**config.mk**
```make
export PLATFORM = sky130hd
export DESIGN_NAME = posit_multiplier_8bit_pipelined
export DESIGN_NICKNAME = d
export VERILOG_FILES = /design/src/rtl/posit_multiplier_8bit_pipelined.sv
export SDC_FILE = /design/constraint.sdc
export NUM_CORES = 1
export LEC_CHECK = 0
export ABC_AREA = 1
export CAP_MARGIN = 20
export CORE_MARGIN = 2
export CORE_UTILIZATION = 65
export CTS_CLUSTER_DIAMETER = 40
export DETAILED_ROUTE_END_ITERATION = 12
export MAX_ROUTING_LAYER = met4
export PLACE_DENSITY = 0.93
export SYNTH_ARGS = -nofsm -noshare
export SYNTH_HDL_FRONTEND = slang
export SYNTH_SLANG_ARGS = --single-unit
```
**constraint.sdc**
```tcl
create_clock -name clk -period 10.1 [get_ports clk]
set_input_delay 2.02 -clock clk [delete_from_list [all_inputs] [get_ports clk]]
set_output_delay 2.02 -clock clk [all_outputs]
set_load 0.005 [all_outputs]
```
**src/rtl/posit_multiplier_8bit_pipelined.sv**
```systemverilog
// Three-stage pipelined posit8 (es=0) multiplier with valid/ready flow control.
// Stages: decode both operands, multiply into an extended product, round/encode.
module posit_multiplier_8bit_pipelined #(
  parameter int unsigned TAG_WIDTH = 4
) (
  input  logic                 clk,
  input  logic                 rst,
  input  logic                 flush,
  input  logic                 in_valid,
  output logic                 in_ready,
  input  logic [7:0]           in_lhs,
  input  logic [7:0]           in_rhs,
  input  logic [TAG_WIDTH-1:0] in_tag,
  output logic                 out_valid,
  input  logic                 out_ready,
  output logic [7:0]           out_product,
  output logic [TAG_WIDTH-1:0] out_tag,
  output logic                 out_nar,
  output logic                 out_zero
);

  localparam int unsigned EW = 12;  // {nar, zero, sign, scale[3:0], frac[4:0]}
  localparam int unsigned XW = 14;  // {eposit, guard, sticky}

  // Posit8 -> extended posit; scale is two's complement in -6..6.
  function automatic logic [EW-1:0] decode_posit(input logic [7:0] p);
    logic [7:0]  mag;
    logic [6:0]  m;
    logic [6:0]  sh;
    logic        r0;
    logic        done;
    logic [3:0]  scale;
    int unsigned run;
    mag  = p[7] ? (~p + 8'd1) : p;
    m    = mag[6:0];
    r0   = m[6];
    run  = 0;
    done = 1'b0;
    for (int i = 6; i >= 0; i--) begin
      if (!done) begin
        if (m[i] == r0) run++;
        else done = 1'b1;
      end
    end
    scale = r0 ? 4'(run - 32'd1) : 4'(32'd0 - run);
    sh    = m << (run + 32'd1);
    if (p == 8'h80) return {2'b10, 10'b0};
    if (p == 8'h00) return {2'b01, 10'b0};
    return {2'b00, p[7], scale, sh[6:2]};
  endfunction

  // Extended multiply; scale saturates to +-7, which always encodes to maxpos/minpos.
  function automatic logic [XW-1:0] mul_eposit(input logic [EW-1:0] a, input logic [EW-1:0] b);
    logic [11:0]       sig;
    logic signed [5:0] sc;
    logic [3:0]        scl;
    logic [4:0]        fr;
    logic              g;
    logic              s;
    if (a[11] | b[11]) return {1'b1, 13'b0};
    if (a[10] | b[10]) return {2'b01, 12'b0};
    sig = 12'({6'b0, 1'b1, a[4:0]} * {6'b0, 1'b1, b[4:0]});
    sc  = {{2{a[8]}}, a[8:5]} + {{2{b[8]}}, b[8:5]} + {5'b0, sig[11]};
    if (sig[11]) begin
      fr = sig[10:6]; g = sig[5]; s = |sig[4:0];
    end else begin
      fr = sig[9:5];  g = sig[4]; s = |sig[3:0];
    end
    if (sc > 6'sd7)       scl = 4'h7;
    else if (sc < -6'sd7) scl = 4'h9;
    else                  scl = sc[3:0];
    return {2'b00, a[9] ^ b[9], scl, fr, g, s};
  endfunction

  // Extended posit -> posit8 with round-to-nearest-even; never rounds to zero or NaR.
  function automatic logic [7:0] encode_posit(input logic [EW-1:0] e, input logic g, input logic s);
    logic signed [3:0] sc;
    logic [3:0]        n;
    logic [6:0]        tail;
    logic [6:0]        keep;
    logic [15:0]       v;
    logic [7:0]        mag;
    logic              rb;
    logic              st;
    sc   = e[8:5];
    n    = 4'd0;
    tail = 7'd0;
    v    = 16'd0;
    rb   = 1'b0;
    st   = 1'b0;
    if (e[11]) return 8'h80;
    if (e[10]) return 8'h00;
    if (sc > 4'sd6) begin
      keep = 7'h7F;
    end else if (sc < -4'sd6) begin
      keep = 7'h01;
    end else begin
      if (!sc[3]) begin
        n    = e[8:5] + 4'd1;
        tail = {1'b0, e[4:0], g};
        v    = ~(16'hFFFF >> n) | ({tail, 9'b0} >> n);
      end else begin
        n    = 4'd0 - e[8:5];
        tail = {1'b1, e[4:0], g};
        v    = {tail, 9'b0} >> n;
      end
      keep = v[15:9];
      rb   = v[8];
      st   = (|v[7:0]) | s;
      if (rb & (st | keep[0])) keep = keep + 7'd1;
    end
    mag = {1'b0, keep};
    return e[9] ? (~mag + 8'd1) : mag;
  endfunction

  logic                 v1_q, v2_q, v3_q;
  logic                 v1_d, v2_d, v3_d;
  logic                 adv2, adv3, accept;
  logic [EW-1:0]        lhs_q, rhs_q, lhs_d, rhs_d;
  logic [TAG_WIDTH-1:0] tag1_q, tag2_q, tag3_q;
  logic [XW-1:0]        eprod_q, eprod_d;
  logic [7:0]           prod_q, prod_d;
  logic                 nar_q, zero_q, nar_d, zero_d;

  // Handshake and next-state; a stage fills whenever it is empty or draining.
  always_comb begin
    adv3     = v2_q & (~v3_q | out_ready);
    adv2     = v1_q & (~v2_q | adv3);
    in_ready = ~v1_q | adv2;
    accept   = in_valid & in_ready & ~flush;
    v1_d     = 1'b0;
    v2_d     = 1'b0;
    v3_d     = 1'b0;
    if (!flush) begin
      v1_d = accept | (v1_q & ~adv2);
      v2_d = adv2 | (v2_q & ~adv3);
      v3_d = adv3 | (v3_q & ~out_ready);
    end
    lhs_d   = decode_posit(in_lhs);
    rhs_d   = decode_posit(in_rhs);
    eprod_d = mul_eposit(lhs_q, rhs_q);
    prod_d  = encode_posit(eprod_q[13:2], eprod_q[1], eprod_q[0]);
    nar_d   = eprod_q[13];
    zero_d  = eprod_q[12] & ~eprod_q[13];
  end

  always_ff @(posedge clk or posedge rst) begin
    if (rst) begin
      v1_q    <= 1'b0;
      v2_q    <= 1'b0;
      v3_q    <= 1'b0;
      lhs_q   <= '0;
      rhs_q   <= '0;
      tag1_q  <= '0;
      eprod_q <= '0;
      tag2_q  <= '0;
      prod_q  <= '0;
      tag3_q  <= '0;
      nar_q   <= 1'b0;
      zero_q  <= 1'b0;
    end else begin
      v1_q <= v1_d;
      v2_q <= v2_d;
      v3_q <= v3_d;
      if (accept) begin
        lhs_q  <= lhs_d;
        rhs_q  <= rhs_d;
        tag1_q <= in_tag;
      end
      if (adv2) begin
        eprod_q <= eprod_d;
        tag2_q  <= tag1_q;
      end
      if (adv3) begin
        prod_q <= prod_d;
        tag3_q <= tag2_q;
        nar_q  <= nar_d;
        zero_q <= zero_d;
      end
    end
  end

  assign out_valid   = v3_q;
  assign out_product = prod_q;
  assign out_tag     = tag3_q;
  assign out_nar     = nar_q;
  assign out_zero    = zero_q;

endmodule
```
Word-level counts from Yosys, hierarchy flattened
Cells that the tools add are included.
{"block": "word_totals", "register_bits": 63, "mem_bits_ro": 0, "mem_bits_rw": 0, "inputBits": 25, "latchBits": 0, "n_memories": 0}
{"block": "classes", "muxes": 91, "n_eq_ne": 14, "addsub": 24, "n_reduce_logical": 5, "div_mod_pow": 0, "magnitude_cmp": 4, "n_bitwise": 33, "n_shift": 5, "mul": 1}
{"op": "$mux W32", "count": 20}
{"op": "$add A32 B1 Y32 const B", "count": 12}
{"op": "$mux W12", "count": 8}
{"op": "$mux W16", "count": 5}
{"op": "$shl A7 B32 Y7", "count": 2}
{"op": "$mux W14", "count": 4}
{"op": "$mux W7", "count": 7}
{"op": "$mux W8", "count": 5}
{"op": "$mux W1", "count": 35}
{"op": "$add A7 B1 Y7 const B", "count": 3}
{"op": "$eq A8 B8 Y1 const B", "count": 2}
{"op": "$logic_not A8 Y1", "count": 2}
{"op": "$mux W4", "count": 4}
{"op": "$not A16 Y16", "count": 1}
{"op": "$or A16 B16 Y16", "count": 1}
{"op": "$shr A15 B4 Y16", "count": 1}
{"op": "$shr A16 B4 Y16", "count": 1}
{"op": "$shr A16 B4 Y16 const A", "count": 1}
{"op": "$not A7 Y7", "count": 2}
{"op": "$eq A1 B1 Y1", "count": 12}
{"op": "$mul A6 B6 Y12", "count": 1}
{"op": "$sub A1 B4 Y4 const A", "count": 3}
{"op": "$or A1 B1 Y1", "count": 10}
{"op": "$and A1 B1 Y1", "count": 9}
{"op": "other kinds (17)", "count": 26}

Longest topological paths before layout
Gate-level depths: netlist of the first run.
{"block": "logic_depth", "depth_word": 24, "depth_mapped": 29, "mapped_depth_nobuf": 29}

Worst setup path before layout of the first run
Ideal clock, no wire load.
{"block": "synth_timing", "path_kind": "reg-to-reg", "startpoint": "register lhs_q[2]", "endpoint": "register eprod_q[7]", "path_stages_with_launch": 28, "required_ps": 9971, "setup_slack_ps": 4602, "synth_period_minus_slack_ps": 5498, "setup_time_ps": 129, "arrival_time_ps": 5369, "cell_sequence": "dfrtp_1 -> nand2_1 -> fa_1 -> inv_1 -> fa_1 -> inv_1 -> fa_1 -> inv_1 -> ha_1 -> inv_1 -> o21bai_1 -> a21oi_1 -> o21ai_0 -> a21o_1 -> a21oi_1 -> inv_1 -> nand2_1 -> nand2_1 -> inv_1 -> fa_1 -> fa_1 -> a2111o_1 -> o21ai_0 -> o31ai_1 -> o21bai_1 -> nand2_1 -> o21ai_0 -> o21ai_0"}
{"block": "synth_between", "elab_chain_len": 7, "elab_cells_between_ends": 8, "cone_classes": "1 x add/sub; 1 x mul; 2 x order compare; 4 x mux"}
{"element": "start, declared", "line_no": "119", "source": "logic [EW-1:0] lhs_q, rhs_q, lhs_d, rhs_d;"}
{"element": "start signal, assigned", "line_no": "166", "source": "lhs_q <= lhs_d;"}
{"element": "$mul A6 B6 Y12 *", "line_no": "62", "source": "sig = 12'({6'b0, 1'b1, a[4:0]} * {6'b0, 1'b1, b[4:0]});"}
{"element": "$add A5 B2 Y6 *", "line_no": "63", "source": "sc = {{2{a[8]}}, a[8:5]} + {{2{b[8]}}, b[8:5]} + {5'b0, sig[11]};"}
{"element": "$lt A6 B4 Y1", "line_no": "70", "source": "else if (sc < -6'sd7) scl = 4'h9;"}
{"element": "$mux W4", "line_no": "70"}
{"element": "$mux W4 *", "line_no": "69", "source": "if (sc > 6'sd7) scl = 4'h7;"}
{"element": "$mux W14 *", "line_no": "62"}
{"element": "$mux W14 *", "line_no": "61", "source": "if (a[10] | b[10]) return {2'b01, 12'b0};"}
{"element": "end signal, assigned", "line_no": "171", "source": "eprod_q <= eprod_d;"}
{"element": "end, declared", "line_no": "121", "source": "logic [XW-1:0] eprod_q, eprod_d;"}
Every way passes the cells marked *; elsewhere a longest branch is shown, timed or not.
A chain may end at the register's enable or synchronous reset.

Worst setup path in the final report of the first run
Ends and elaborated chain as after synthesis.

==> flow_summary_export.csv, run 1 <==
group,metric,value,unit
placed_design,place_congestion,0.957,
power_and_ir_drop,vdd_drop_max,0.178,mV
synth,synthMuxAreaShare,0.728,%
critical_path,worstSetupEndpoint,"eprod_q[7]",
detailed_routing,vias,5865,
clocking,ctsResizeCount,0,
worst_hold_path,min_path_type,"reg2reg",
synth,synthAdderAreaFrac,14.4,%
sta,tightestPinTransition,912,ps
clocking,clock-sinks,63,
clocking,cts_made_buffers,9,
synth,yosysWarnings,0,
floorplanning,die-height,102,um
synth,synth_area,6190,um^2
layout,fin_nets,1023,
critical_path,r2r-start,"lhs_q[2]",
power_and_ir_drop,p_leak,3.79,nW
critical_path,reg2reg_setup_slack,3860,ps
detailed_routing,wirelength,14.0,mm
placed_design,port_buffers,40,
sta,fin_skew,11.1,ps
detailed_routing,post_drt_wl_per_cell,13.1,um
sta,fmax,160,MHz
synth,synth_xor_area_share,4.39,%
clocking,tritoncts,"yes",
clocking,post_cts_buffers,0,
detailed_routing,drc_errors,0,
synth,ys_seq_area_share,25.5,%
detailed_routing,drt_iter0_drc,271,
clocking,clk-insertion-delay-late,360,ps
job,max-cap-violations,0,
synth,avgSynthCellArea,6.83,um^2
clocking,root_buffer,"clkbuf_8",
detailed_routing,drtPass1Iterations,5,
sta,report.final.slew_viol_count,0,
critical_path,startpoint,"lhs_q[2]",
synth,synth_cell_types,49,
sta,maxSlewHeadroom,39.1,%
synth,yosys.area_share.simple,31.0,%
floorplanning,dieArea,10300,um^2
synth,synth_edf_count,0,
critical_path,required,10330,ps
grt,antenna_found_initial,0,
critical_path,worstSetupStartpointType,"register",
floorplanning,num_io_pins,41,
placed_design,detailed_place_hpwl,10.7,mm
layout,drive_gt1_share,8.17,%
floorplanning,die_w,102,um
detailed_routing,routed_via_density,5.47,
synth,synth_top_family_by_area,"simple AND/OR/NAND/NOR gates",
critical_path,cpMaxStageDelayCell,"fa_1",
synth,syn_inst,906,
sta,setup_violations,0,
synth,synthesis.nets,991,
sta,rsz0062_at_grt,"false",
sta,hold_viol_final,0,
sta,period_needed,6240,ps
grt,grt_max_degree,64,
floorplanning,initial_core_util,67.0,%
critical_path,r2r_end,"eprod_q[7]",
clocking,holdBufCountCts,0,
clocking,cts_buffer_depth,2,
critical_path,end_kind,"register",
layout,area_growth,10.5,%
floorplanning,core,9240,um^2
critical_path,crit_path_max_fanout,8,
placed_design,placedInstanceArea,6630,um^2
layout,final_area,6840,um^2
synth,synth_compound_area_share,12.9,%
floorplanning,row_count,35,
critical_path,path_class,"reg2reg",
detailed_routing,postRouteAntennaNets,0,
synth,async_flop_share,100,%
synth,ys.flop_type,"dfrtp_1",
status,outcome,"finished, final reports clean",
grt,track_usage,30.1,%
critical_path,reg2regPathDepth,27,
sta,tns,0,ps
grt,grt_overflow,0,
critical_path,critical_path.max_stage_delay,540,ps
sta,post-route-period-util,61.8,%
critical_path,crit_arrival,6470,ps
clocking,htreeDepth,3,
layout,antenna_cells,0,
clocking,clkTransAtPathRegs,80,ps
synth,ys_ff_latch,63,
power_and_ir_drop,p_per_area,373,nW/um^2
grt,grt_pass1_wl,24.4,mm
grt,grt_pass1_vias,5578,
critical_path,crit_top_cell,"inv_1",
==> cells in the mapped netlist, types with 13 or more instances <==
cell,number,area [um^2]
a21oi_1,25,125
dfrtp_1,63,1580
fa_1,19,380
ha_1,41,513
inv_1,135,507
inv_2,13,48.8
nand2_1,281,1050
nand2_2,15,93.8
nand3_1,63,315
nor2_1,49,184
o21ai_0,57,285
o21ai_1,21,105
xor2_1,19,166
==> how the worst min path moves through the flow <==
stage,from,to,slack (ps),cells past startpoint
3_5_place_dp,tag1_q[0],tag2_q[0],460,2
3_3_place_gp,tag1_q[2],tag2_q[2],450,2
4_1_cts,tag1_q[0],tag2_q[0],470,2
2_1_floorplan,tag1_q[0],tag2_q[0],440,2
6_report,tag1_q[0],tag2_q[0],470,2
5_1_grt,tag1_q[0],tag2_q[0],490,2
==> final cells by class <==
class | count | area [um^2]
sequential | 63 | 1580
fill | 693 | 2400
clock buffer | 10 | 138
inverter | 149 | 562
clock inverter | 6 | 68.8
timing repair buffer | 41 | 408
multi-input combinational | 674 | 3930
tap | 129 | 161
==> power breakdown <==
group          switching [mW]  leakage (nW)  total (mW)  internal, mW
registers              0.0979         0.800       0.423         0.325
logic                    1.19          2.89        1.90         0.714
clock network           0.107         0.103       0.229         0.122
==> registers in the layout, summed over array words and instances, names as in the netlist <==
signal	cells
v2_q	1
out_product	8
eprod_q	14
v1_q	1
out_tag	4
tag1_q	4
tag2_q	4
out_zero	1
rhs_q	12
out_valid	1
lhs_q	12
out_nar	1
==> cells by family after synthesis <==
family	count (synthesis)
buffers and inverters	169
XOR/XNOR	31
multiplexers	4
AO/OA/AOI/OAI	136
AND/OR/NAND/NOR	443
adder cells (fa/ha/maj)	60
flip-flops	63
==> placed cells by master (no fill, tap or decap), types with 3 or more instances in the layout <==
cell type,netlist,routed
o21bai_1,4,4
nand3b_1,5,5
nand2_2,15,15
o211ai_1,4,4
xnor2_1,12,12
o21ai_0,57,57
a21oi_1,25,25
o21ai_2,5,5
mux2_2,4,4
nand4_1,5,5
o22ai_1,6,6
nand3_1,63,63
o21ai_1,21,21
nor2_1,49,49
clkdlybuf4s50_1,0,40
inv_2,13,14
dfrtp_1,63,63
nand3_2,3,3
nor3_1,6,6
or2_2,3,3
nand2_1,281,281
xor2_1,19,19
fa_1,19,19
ha_1,41,41
nand2_4,3,3
clkbuf_8,0,10
inv_1,135,134
==> worst max-delay path: cells and delay by family, from the launching register on <==
kind | cells | cell delay, ps
buffers and inverters | 6 | 460
AOI/OAI and AO/OA | 11 | 2010
DFF | 1 | 480
and+or+nand+nor | 4 | 430
adders and majority gates | 6 | 2730
==> per-layer routing <==
metal | up-vias | track usage (%) | routed length (um)
met2 | 194 | 51.6 | 7250
met1 | 2703 | 35.5 | 5880
met3 | 29 | 4.97 | 605
met4 | 0 | 11.4 | 282
met5 | - | - | 0
li1 | 2939 | - | -
==> per-stage QoR <==
step | total power [mW] | hold slack (ps) | worst slack [ps] | utilization [%] | std cells
floorplan | 1.93 | 442 | 4600 | - | 906
global placement | 2.23 | 449 | 4120 | 71.8 | 1056
detailed placement | 2.29 | 455 | 3860 | 71.8 | 1056
CTS | 2.54 | 474 | 3890 | 74.0 | 1072
global route | 2.87 | 489 | 3500 | 74.0 | 1072
finish | 2.55 | 475 | 3860 | 74.0 | 1072
No activity file was read; power rests on OpenSTA's default activity.
==> inputs of run 2 (changes only) <==
Settings changed: CORE_UTILIZATION 65 to 61, PLACE_DENSITY 0.93 to 0.88.
Clock period 10.1 ns to 6.5 ns, I/O delays scaled along.
==> flow_summary_export.csv, run 2 (synthesized netlist as in run 1, its figures left out) <==
group,metric,value,unit
layout,area_growth,10.5,%
critical_path,critical_path.max_stage_delay,550,ps
clocking,cts_buffer_depth,2,
clocking,htreeDepth,3,
clocking,cts_made_buffers,9,
detailed_routing,postRouteAntennaNets,0,
floorplanning,die-height,105,um
critical_path,worst-path-buf-inv,4,
critical_path,worstSetupStartpointType,"register",
grt,grt_max_degree,64,
floorplanning,row_count,36,
status,outcome,"finished, final reports clean",
detailed_routing,post_drt_wl_per_cell,12.6,um
critical_path,crit_path_max_fanout,8,
grt,grt_pass1_vias,5454,
sta,fin_skew,13.2,ps
critical_path,path_class,"reg2reg",
layout,drive_gt1_share,8.07,%
grt,grt_overflow,0,
sta,period_needed,6020,ps
floorplanning,dieArea,11000,um^2
worst_hold_path,min_path_type,"reg2reg",
floorplanning,die_w,105,um
clocking,tritoncts,"yes",
sta,tightestPinTransition,916,ps
critical_path,crit_top_cell,"fa_1",
critical_path,critPathTopFamily,"adder cells",
placed_design,place_congestion,0.929,
layout,top_regs,"eprod_q (14), lhs_q (12), rhs_q (12)",
grt,antenna_found_initial,0,
placed_design,port_buffers,40,
layout,fin_cells,1075,
layout,fin_nets,1023,
floorplanning,num_io_pins,41,
detailed_routing,wirelength,13.6,mm
detailed_routing,drc_errors,0,
layout,final_common_cell,"nand2_1",
detailed_routing,wl_met2,6.67,mm
sta,report.final.slew_viol_count,0,
clocking,post_cts_buffers,0,
grt,grt_pass1_wl,23.7,mm
detailed_routing,dr.max_layer_used,"met4",
layout,antenna_cells,0,
clocking,root_buffer,"clkbuf_8",
layout,largest_reg_flops,14,
detailed_routing,vias,5763,
clocking,clock-sinks,63,
layout,max_flop_register,"eprod_q",
layout,fill_cells,822,
sta,tns,0,ps
floorplanning,initial_core_util,63.0,%
floorplanning,core,9820,um^2
clocking,clkTransAtPathRegs,70,ps
sta,hold_viol_final,0,
clocking,holdBufCountCts,0,
job,max-cap-violations,0,
placed_design,detailed_place_hpwl,10.6,mm
sta,setup_violations,0,
sta,fmax,166,MHz
critical_path,end_kind,"register",
critical_path,cpMaxStageDelayCell,"fa_1",
clocking,clk-insertion-delay-late,350,ps
detailed_routing,wl_met3,485,um
detailed_routing,drtPass1Iterations,5,
sta,holdWs,481,ps
sta,maxSlewHeadroom,38.8,%
sta,post-route-period-util,92.6,%
critical_path,crit_arrival,6230,ps
grt,track_usage,26.5,%
detailed_routing,drt_iter0_drc,383,
layout,final_cell_mix,"nand2_1 (280), inv_1 (134), nand3_1 (63), dfrtp_1 (63), o21ai_0 (57)",
detailed_routing,wl_met1,6.08,mm
detailed_routing,routed_via_density,5.36,
critical_path,required,6710,ps
sta,rsz0062_at_grt,"false",
placed_design,dpl.cell_count,1060,
-- run 2: timing repair --
action | in CTS | in global routing
endpoints found under the hold margin | 0 | 0
setup endpoints to repair | 0 | 1
gates resized for setup | 0 | 1
-- run 2: layout make-up --
cell class / instances / area [um^2] / share of cell area (%)
Clock buffer: 12 / 155 / 2.27
Timing Repair Buffer: 41 / 408 / 5.96
Multi-Input combinational cell: 674 / 3930 / 57.4
Clock inverter: 3 / 42.5 / 0.622
Tap cell: 133 / 166 / 2.43
Sequential cell: 63 / 1580 / 23.1
Inverter: 149 / 562 / 8.21
-- run 2: final timing paths --
kind / from / end / slack (ps) / cells past startpoint
worst max register to register: lhs_q[2] / eprod_q[7] / 480 / 26
worst min register to register: tag1_q[0] / tag2_q[0] / 480 / 2
worst max-delay path: lhs_q[2] / eprod_q[7] / 480 / 26
worst min-delay path: tag1_q[0] / tag2_q[0] / 480 / 2
min in group asynchronous: rst / out_valid / 1490 / 3
max in group asynchronous: rst / lhs_q[7] / 4500 / 3
-- run 2: worst min-delay path: cells and delay by family (launching register included) --
kind	cells	cell delay (ps)
flops	1	350
simple gates	2	110
-- run 2: metrics by stage --
step / worst slack, ps / instance area, um^2 / util (%)
final: 481 / 6840 / 69.6
after global routing: 51.8 / 6840 / 69.6
after CTS: 417 / 6840 / 69.6
after detailed placement: 559 / 6640 / 67.6
after global placement: 759 / 6640 / 67.6
after floorplan: 1000 / 6190 / -
-- run 2: routing by layer --
layer	GRT usage (%)	vias to the layer above
li1	-	2929
met1	32.3	2642
met2	44.5	163
met3	3.49	29
met4	11.2	0
met5	-	-
Power of run 2 is not shown: default switching activity piles up to over one toggle a cycle in this logic, so the estimate is an artifact.
